File: config.mk
export PLATFORM = sky130hd
export DESIGN_NAME = stepper_axis_flat
export DESIGN_NICKNAME = d
export VERILOG_FILES = /design/src/rtl/stepper_pkg.sv /design/src/rtl/stepper_axis_if.sv /design/src/rtl/stepper_ramp.sv /design/src/rtl/stepper_axis.sv /design/src/flat_wrapper.sv
export SDC_FILE = /design/constraint.sdc
export NUM_CORES = 1
export LEC_CHECK = 0
export BUFFER_PORTS_ARGS = -buffer_cell sky130_fd_sc_hd__buf_2
export CORE_ASPECT_RATIO = 0.8
export CORE_MARGIN = 8
export CORE_UTILIZATION = 59
export CTS_BUF_LIST = sky130_fd_sc_hd__clkbuf_4
export DETAILED_ROUTE_END_ITERATION = 7
export GPL_ROUTABILITY_DRIVEN = 0
export GPL_TIMING_DRIVEN = 0
export PLACE_DENSITY = 0.78
export SETUP_SLACK_MARGIN = 0.3
export SLEW_MARGIN = 20
export SYNTH_ARGS = -nofsm -noshare
export SYNTH_HDL_FRONTEND = slang
export SYNTH_HIERARCHICAL = 1
export SYNTH_SLANG_ARGS = --single-unit
File: constraint.sdc
create_clock -name clk -period 6.7 [get_ports clk]
set_input_delay 1.34 -clock clk [delete_from_list [all_inputs] [get_ports clk]]
set_output_delay 1.34 -clock clk [all_outputs]
set_load 0.05 [all_outputs]
File: src/rtl/stepper_pkg.sv
// Shared types and default constants for the step/direction axis and its command decoder.
package stepper_pkg;

  typedef enum logic [2:0] {
    IDLE,
    SETUP,
    HIGH,
    LOW,
    DONE
  } state_t;

  localparam int DEF_POS_W         = 24;
  localparam int DEF_PERIOD_W      = 21;
  localparam int DEF_START_PERIOD  = 800_000;
  localparam int DEF_ACCEL_DEC     = 5_000;
  localparam int DEF_PULSE_CYC     = 10;
  localparam int DEF_DIR_SETUP_CYC = 4;

endpackage

File: src/rtl/stepper_axis_if.sv
// Valid/ready move-command channel from the command decoder to one stepper axis.
import stepper_pkg::*;

interface stepper_axis_if #(
  parameter int POS_W    = DEF_POS_W,
  parameter int PERIOD_W = DEF_PERIOD_W
);
  logic                cmd_valid;
  logic                cmd_ready;
  logic [POS_W-1:0]    cmd_goal;
  logic [PERIOD_W-1:0] cmd_period;

  modport master (output cmd_valid, cmd_goal, cmd_period, input cmd_ready);
  modport slave  (input cmd_valid, cmd_goal, cmd_period, output cmd_ready);
endinterface

File: src/rtl/stepper_ramp.sv
// Trapezoidal ramp rule: period and accel-step count for the interval after a step.
module stepper_ramp #(
  parameter int POS_W        = 24,
  parameter int PERIOD_W     = 21,
  parameter int START_PERIOD = 800_000,
  parameter int ACCEL_DEC    = 5_000
) (
  input  logic [PERIOD_W-1:0] period,
  input  logic [PERIOD_W-1:0] target,
  input  logic [POS_W-1:0]    n,
  input  logic [POS_W-1:0]    r,
  output logic [PERIOD_W-1:0] next_period,
  output logic [POS_W-1:0]    next_n
);
  localparam logic [PERIOD_W:0] START_EXT = (PERIOD_W+1)'(START_PERIOD);
  localparam logic [PERIOD_W:0] DEC_EXT   = (PERIOD_W+1)'(ACCEL_DEC);

  // One extra bit so the sum and gap can be compared without wrapping.
  logic [PERIOD_W:0] sum;
  logic [PERIOD_W:0] gap;

  always_comb begin
    sum         = {1'b0, period} + DEC_EXT;
    gap         = {1'b0, period} - {1'b0, target};
    next_period = period;
    next_n      = n;
    if (r <= n) begin
      next_period = (sum > START_EXT) ? START_EXT[PERIOD_W-1:0] : sum[PERIOD_W-1:0];
      if (n != '0) next_n = n - POS_W'(1);
    end else if (period > target) begin
      next_period = (gap > DEC_EXT) ? period - DEC_EXT[PERIOD_W-1:0] : target;
      next_n      = n + POS_W'(1);
    end
  end
endmodule

File: src/rtl/stepper_axis.sv
// Single-axis step/direction generator with trapezoidal ramp, dir setup and abort.
import stepper_pkg::*;

module stepper_axis #(
  parameter int POS_W         = DEF_POS_W,
  parameter int PERIOD_W      = DEF_PERIOD_W,
  parameter int START_PERIOD  = DEF_START_PERIOD,
  parameter int ACCEL_DEC     = DEF_ACCEL_DEC,
  parameter int PULSE_CYC     = DEF_PULSE_CYC,
  parameter int DIR_SETUP_CYC = DEF_DIR_SETUP_CYC
) (
  input  logic             clk,
  input  logic             reset,
  stepper_axis_if.slave    cmd,
  input  logic             abort,
  output logic             step,
  output logic             dir,
  output logic             busy,
  output logic             done,
  output logic [POS_W-1:0] position
);
  localparam logic [PERIOD_W-1:0] START_P    = PERIOD_W'(START_PERIOD);
  localparam logic [PERIOD_W-1:0] MIN_PERIOD = PERIOD_W'(PULSE_CYC + 1);
  localparam logic [PERIOD_W-1:0] PULSE_LAST = PERIOD_W'(PULSE_CYC - 1);
  localparam logic [PERIOD_W-1:0] SETUP_LAST = PERIOD_W'(DIR_SETUP_CYC - 1);

  state_t              state;
  logic                cmd_ready_q;
  logic                abort_pend;
  logic [POS_W-1:0]    goal;
  logic [POS_W-1:0]    n;
  logic [PERIOD_W-1:0] target;
  logic [PERIOD_W-1:0] period;
  logic [PERIOD_W-1:0] cnt;

  logic [PERIOD_W-1:0] tgt_clamp;
  logic [POS_W-1:0]    pos_next;
  logic [POS_W-1:0]    r_after;
  logic [PERIOD_W-1:0] ramp_period;
  logic [POS_W-1:0]    ramp_n;
  logic                interval_end;
  logic                launch;

  assign cmd.cmd_ready = cmd_ready_q;
  assign tgt_clamp     = (cmd.cmd_period < MIN_PERIOD) ? MIN_PERIOD : cmd.cmd_period;

  // Position and remaining distance as they will be once the next step rises.
  assign pos_next     = dir ? position - POS_W'(1) : position + POS_W'(1);
  assign r_after      = dir ? pos_next - goal : goal - pos_next;
  assign interval_end = (cnt == period - PERIOD_W'(1));
  assign launch       = !abort &&
                        ((state == SETUP && cnt == SETUP_LAST) ||
                         (state == LOW && interval_end && position != goal));

  stepper_ramp #(
    .POS_W       (POS_W),
    .PERIOD_W    (PERIOD_W),
    .START_PERIOD(START_PERIOD),
    .ACCEL_DEC   (ACCEL_DEC)
  ) u_ramp (
    .period     (period),
    .target     (target),
    .n          (n),
    .r          (r_after),
    .next_period(ramp_period),
    .next_n     (ramp_n)
  );

  always_ff @(posedge clk or negedge reset) begin
    if (!reset) begin
      state       <= IDLE;
      cmd_ready_q <= 1'b0;
      abort_pend  <= 1'b0;
      goal        <= '0;
      n           <= '0;
      target      <= '0;
      period      <= '0;
      cnt         <= '0;
      step        <= 1'b0;
      dir         <= 1'b0;
      busy        <= 1'b0;
      done        <= 1'b0;
      position    <= '0;
    end else begin
      done <= 1'b0;
      unique case (state)
        IDLE: begin
          cmd_ready_q <= 1'b1;
          if (cmd.cmd_valid && cmd_ready_q) begin
            cmd_ready_q <= 1'b0;
            goal        <= cmd.cmd_goal;
            target      <= tgt_clamp;
            if (cmd.cmd_goal == position) begin
              state <= DONE;
              done  <= 1'b1;
            end else begin
              state      <= SETUP;
              busy       <= 1'b1;
              dir        <= (cmd.cmd_goal < position);
              period     <= (tgt_clamp > START_P) ? tgt_clamp : START_P;
              n          <= '0;
              cnt        <= '0;
              abort_pend <= 1'b0;
            end
          end
        end
        SETUP: begin
          cnt <= cnt + PERIOD_W'(1);
          if (abort) begin
            state <= DONE;
            done  <= 1'b1;
            busy  <= 1'b0;
          end
        end
        HIGH: begin
          cnt        <= cnt + PERIOD_W'(1);
          abort_pend <= abort_pend | abort;
          if (cnt == PULSE_LAST) begin
            step <= 1'b0;
            if (abort_pend || abort) begin
              state <= DONE;
              done  <= 1'b1;
              busy  <= 1'b0;
            end else begin
              state <= LOW;
            end
          end
        end
        LOW: begin
          cnt <= cnt + PERIOD_W'(1);
          if (abort || (interval_end && position == goal)) begin
            state <= DONE;
            done  <= 1'b1;
            busy  <= 1'b0;
          end
        end
        DONE: begin
          state       <= IDLE;
          cmd_ready_q <= 1'b1;
        end
        default: state <= IDLE;
      endcase

      // NOTE: non-blocking assignments later in the block win, so a step
      // launch here overrides the plain counting done in the case above.
      if (launch) begin
        state    <= HIGH;
        step     <= 1'b1;
        position <= pos_next;
        period   <= ramp_period;
        n        <= ramp_n;
        cnt      <= '0;
      end
    end
  end
endmodule

File: src/flat_wrapper.sv
// flat-port wrapper written by rule: the top's interface ports become plain ports
module stepper_axis_flat 
#(
  parameter int POS_W         = DEF_POS_W,
  parameter int PERIOD_W      = DEF_PERIOD_W,
  parameter int START_PERIOD  = DEF_START_PERIOD,
  parameter int ACCEL_DEC     = DEF_ACCEL_DEC,
  parameter int PULSE_CYC     = DEF_PULSE_CYC,
  parameter int DIR_SETUP_CYC = DEF_DIR_SETUP_CYC
)
  (clk, reset, abort, step, dir, busy, done, position, cmd_cmd_valid, cmd_cmd_goal, cmd_cmd_period, cmd_cmd_ready);
  stepper_axis_if #(.POS_W(POS_W), .PERIOD_W(PERIOD_W)) cmd_i ();
  input  logic clk;
  input  logic reset;
  input  logic abort;
  output logic step;
  output logic dir;
  output logic busy;
  output logic done;
  output logic [POS_W-1:0] position;
  input wire logic [$bits(cmd_i.cmd_valid)-1:0] cmd_cmd_valid;
  input wire logic [$bits(cmd_i.cmd_goal)-1:0] cmd_cmd_goal;
  input wire logic [$bits(cmd_i.cmd_period)-1:0] cmd_cmd_period;
  output wire logic [$bits(cmd_i.cmd_ready)-1:0] cmd_cmd_ready;
  assign cmd_i.cmd_valid = cmd_cmd_valid;
  assign cmd_i.cmd_goal = cmd_cmd_goal;
  assign cmd_i.cmd_period = cmd_cmd_period;
  assign cmd_cmd_ready = cmd_i.cmd_ready;
  stepper_axis #(.POS_W(POS_W), .PERIOD_W(PERIOD_W), .START_PERIOD(START_PERIOD), .ACCEL_DEC(ACCEL_DEC), .PULSE_CYC(PULSE_CYC), .DIR_SETUP_CYC(DIR_SETUP_CYC)) u_core (.clk(clk), .reset(reset), .cmd(cmd_i), .abort(abort), .step(step), .dir(dir), .busy(busy), .done(done), .position(position));
endmodule
# Word-level counts from Yosys, hierarchy flattened
# Cells that the tools add are included.
word_totals:
  ff_bits: 144
  elab_cells: 140
  out_inout_bits: 29
  in_bits: 49
op_classes:
  n_bitwise: 2
  n_addsub: 11
  n_eq_ne: 24
  muxes: 53
  n_reduce_logical: 30
  magnitude_cmp: 7
op_table:
  columns: ["op", "n"]
  rows:
  - ["21-bit two-way mux", 13]
  - ["24-bit two-way mux", 9]
  - ["24-bit by 1-bit adder with 24-bit output, second input constant", 2]
  - ["24-bit == test", 2]
  - ["24-bit by 1-bit subtractor with 24-bit output, second input constant", 2]
  - ["24-bit subtractor", 2]
  - ["21-bit case mux with 2 select lines", 1]
  - ["24-bit <= comparator", 1]
  - ["24-bit < comparator", 1]
  - ["24-bit != test", 1]
  - ["24-bit nonzero test", 1]
  - ["21-bit by 13-bit adder with 22-bit output, second input constant", 1]
  - ["22-bit by 13-bit greater-than comparator with 1-bit output, second input constant", 1]
  - ["22-bit by 20-bit greater-than comparator with 1-bit output, second input constant", 1]
  - ["21-bit by 21-bit subtractor with 22-bit output", 1]
  - ["21-bit by 1-bit adder with 21-bit output, second input constant", 1]
  - ["21-bit by 2-bit == test with 1-bit output, second input constant", 1]
  - ["21-bit == test", 1]
  - ["21-bit by 4-bit == test with 1-bit output, second input constant", 1]
  - ["21-bit by 20-bit greater-than comparator with 1-bit output, second input constant", 1]
  - ["21-bit greater-than comparator", 1]
  - ["21-bit by 4-bit < comparator with 1-bit output, second input constant", 1]
  - ["3-bit two-way mux", 7]
  - ["21-bit by 1-bit subtractor with 21-bit output, second input constant", 1]
  - ["other kinds (28)", 73]

# Longest topological paths before layout
logic_depth:
  depth_word: 8
  ltp_mapped: 33
  depth_no_buf: 31

# Hierarchy
# Netlist, hierarchy kept.
modules_own_cells:
  columns: ["mod", "area_each_um2", "instances", "seq_area_each_um2", "cells_per_inst"]
  rows:
  - ["stepper_axis", 11353.4, 1, 3603.5, 1378]
  - ["stepper_ramp", 4291.6, 1, 0.0, 645]

# Worst setup path after synthesis
# Ideal clock, no wire load.
synth_timing:
  path_kind: "register to register"
  startpoint: "register u_core.dir"
  endpoint: "register u_core.n[20]"
  setup_slack_ps: -442
  arrival_time_ps: 7077
  setup_ps: 65
  period_less_slack_ps: 7142
  t_required_ps: 6635
  path_stages_with_launch: 32
  path_cell_list: "dfrtp_1 ha_1 clkbuf_1 and4_1 a221o_1 a31oi_1 o21bai_1 a21oi_1 xor2_1 inv_1 ha_1 clkbuf_1 a21oi_1 nor2_1 o21a_1 a311o_1 a21oi_1 nand2b_1 a21oi_1 a311o_1 xnor3_1 ha_1 nand4_1 nor2_1 o41a_1 o41ai_4 nand4_4 or4_1 a21oi_2 xnor2_1 nand2_1 nand2_1"
synth_via:
  elab_chain_len: 6
  word_cells_on_any_way: 10
  classes_between: "add/sub (2); order compare (1); eq/ne (2); mux (4); reduce/logical (1)"
synth_rtl:
  columns: ["item", "line_no", "text"]
  rows:
  - ["from (decl)", "stepper_axis.sv:17", "output logic dir,"]
  - ["from (signal assigned)", "stepper_axis.sv:99", "dir <= (cmd.cmd_goal < position);"]
  - ["24-bit two-way mux *", "stepper_axis.sv:48", "assign pos_next = dir ? position - POS_W'(1) : position + POS_W'(1);"]
  - ["named net u_core.pos_next[16]", "stepper_axis.sv:37", "logic [POS_W-1:0] pos_next;"]
  - ["24-bit subtractor", "stepper_axis.sv:49", "assign r_after = dir ? pos_next - goal : goal - pos_next;"]
  - ["24-bit two-way mux *", "stepper_axis.sv:49", null]
  - ["named net u_core.r_after[23]", "stepper_axis.sv:38", "logic [POS_W-1:0] r_after;"]
  - ["24-bit <= comparator *", "stepper_ramp.sv:27", "if (r <= n) begin"]
  - ["24-bit two-way mux *", "stepper_ramp.sv:27", null]
  - ["named net u_core.ramp_n[20]", "stepper_axis.sv:40", "logic [POS_W-1:0] ramp_n;"]
  - ["24-bit two-way mux *", "stepper_axis.sv:146", "if (launch) begin"]
  - ["to (signal assigned)", "stepper_axis.sv:151", "n <= ramp_n;"]
  - ["to (decl)", "stepper_axis.sv:31", "logic [POS_W-1:0] n;"]
# The timed path passes the listed nets; every way through them passes the cells marked *.
# A chain may end at the register's enable or synchronous reset.

# Final worst setup path
layout_timing:
  startpoint: "register u_core.dir"
  endpoint: "register u_core.n[21]"
# The elaborated chain is that of the path after synthesis.

==> qor.yml <==
clk_latency_ps: 610
netlist_instances: 2023
final_core_util: 0.716
overflow: 0
yosysWarnings: 6
io_buffer_count: 77
status: "finished with violations"
netlist_area_sq_um: 15600
post-route-drc-count: 14
finalSetupViolations: 41
skew_ps: 34.0
syn2layout_area_growth_pct: 19.9
clock_sink_count: 144
antenna_found_initial: 1
ant_nets: 0
cp_slowest_cell: "dfrtp_4"
grt_pass1_vias: 15634
violations: "DRC, setup timing"
layout_common_cells: "198 x nand2_1, 168 x inv_1, 158 x nor2_1, 141 x dfrtp_1, 128 x ha_1"
first_iter_violations: 2440
drt-pass1-iter-count: 8
cts.htree.levels: 4
die_w_um: 198
rows: 53
required_ps: 7250
cap_violations: 0
hpwl_mm: 37.7
cts_made_buffers: 17
async_reset_ff_frac: 1.00
crit_path_start_kind: "flip-flop"
ys_types: 100
min_period_over_period: 1.05
ys_seq_area_frac: 0.230
fin_nets: 2395
grt_max_degree: 96
grt_pass1_wl_mm: 81.4
worst_slack_ps: -360
tightest_slew_ps: 1430
drive_above_1_share: 0.208
vias: 17158
fp.dieH_um: 162
cp-end-kind: "flip-flop"
viasPerCell: 6.68
synth-seq-cells: 144
synth_enable_flop_cells: 0
wire_per_inst_um: 21.2
crit_type: "reg2reg"
final_common_cell: "nand2_1"
track_usage: 0.313
slew_violations: 0
cts_tree: "yes"
period_minus_slack_ps: 7060
synth_area_leaders: "dfrtp_1 23%, ha_1 11%, xnor2_1 5.7%"
hold_viol_final: 0
max_freq_mhz: 142
cp_data_arrival_time_ps: 7610
synth_top_area_frac: 0.230
synthFlopType: "dfrtp_1"
worst_slew_margin_rel: 0.0424
clockRootBuffer: "clkbuf_4"
cts.path.max_buffers: 2
start_util: 0.597
ios: 78
syn_nets: 2219
fillers: 1910
cp_max_fo: 8
cts.clk_slew.worst_paths_ps: 150
min_path_type: "reg2reg"
grt_setup_unrepaired: "yes"
design.die.area_sq_um: 32000
cpPeakStageDelay_ps: 620
synth.largest_area_cell: "dfrtp_1"
core-area_sq_um: 26200
path_common_cell: "a21oi_2"
syn_area_per_cell_sq_um: 7.73
wl_mm: 54.4
synthesized netlist by cell type (25+ instances only):
cell type  instances
o21ai_1           26
nor3_1            38
nand2_1          205
dfrtp_1          144
nor4_1            28
mux2i_1           25
xnor2_1          102
a31oi_1           27
a21o_1            45
clkbuf_1          73
o21ai_0          108
ha_1             143
nor2_1           170
a21oi_1          154
nand4_1           43
xor2_1            51
inv_1            169
nand3_1           76
area by class of cell:
| type | instances | area [sq um] | share of cell area |
|---|---|---|---|
| antenna | 1 | 2.50 | 0.000133 |
| tap | 357 | 447 | 0.0238 |
| buffer | 107 | 679 | 0.0362 |
| multi-input combinational | 1601 | 12000 | 0.639 |
| inverter | 171 | 643 | 0.0343 |
| clock inverter | 14 | 121 | 0.00647 |
| sequential | 144 | 3610 | 0.192 |
| clock buffer | 18 | 135 | 0.00720 |
| timing repair buffer | 157 | 1140 | 0.0606 |
repair_timing:
item                                    CTS  global route
gates cloned                              3             0
gates resized for setup                 196            97
endpoints found under the setup margin   45            45
buffers inserted                         53            23
endpoints found under the hold margin     0             0
pin swaps                                89            94
hold buffers                              0             0
registers in the layout, indices dropped and copies added, names as in the netlist, 3 cells and up:
signal	cells
u_core/cnt	21
u_core/goal	24
u_core/n	24
u_core/period	21
u_core/position	24
u_core/state	3
u_core/target	21
layer usage:
layer  track usage  up-vias  part of all wire  wire (um)
li1              -     7616                 -          -
met1         0.434     8067              0.41      22400
met2         0.459     1215              0.42      22700
met3        0.0918      258              0.13       7110
met4         0.100        2             0.039       2110
met5        0.0113        -           0.00077         42
critical path: cells and delay by family, from the launching register on:
family	cells	cell delay, ps
compound gates	15	3310
xor+xnor	3	670
fa+ha+maj	3	740
buf+inv	4	620
flops	1	620
simple gates	7	1050
through the flow:
| stage | cell area (sq um) | hold slack, ps | setup slack, ps | TNS [ps] | std cells |
|---|---|---|---|---|---|
| detailed placement | 16600 | 482 | -1200 | -38150 | 2458 |
| finish | 18800 | 528 | -360 | -7240 | 2570 |
| global route | 18800 | 556 | -578 | -15720 | 2570 |
| floorplan | 15700 | 454 | 272 | 0 | 2023 |
| global placement | 16600 | 467 | -1200 | -37020 | 2457 |
| CTS | 18200 | 511 | -46.1 | -186 | 2546 |
worst paths after layout:
check	startpoint	end	slack, ps	cells past startpoint
max in group asynchronous	reset	u_core/dir	5220	2
min in group asynchronous	reset	u_core/n[1]	610	1
worst min-delay path	u_core/target[20]	u_core/target[20]	530	1
worst max register to register	u_core/dir	u_core/n[21]	-360	32
worst max-delay path	u_core/dir	u_core/n[21]	-360	32
worst min register to register	u_core/target[20]	u_core/target[20]	530	1
cells by family (layout without fill, tap and decap cells):
| family | Yosys count | in the layout | share of synthesized area |
|---|---|---|---|
| buffers and inverters | 278 | 467 | 0.0769 |
| multiplexers | 47 | 47 | 0.0318 |
| AO/OA/AOI/OAI | 554 | 554 | 0.231 |
| AND/OR/NAND/NOR | 699 | 699 | 0.223 |
| other | 0 | 1 | 0 |
| adder cells (fa/ha/maj) | 147 | 147 | 0.119 |
| XOR/XNOR | 154 | 154 | 0.0871 |
| flip-flops | 144 | 144 | 0.230 |
Power is left out: the tool's default activity adds up to more than one toggle a clock period on the data nets, which glitch-free logic cannot reach.
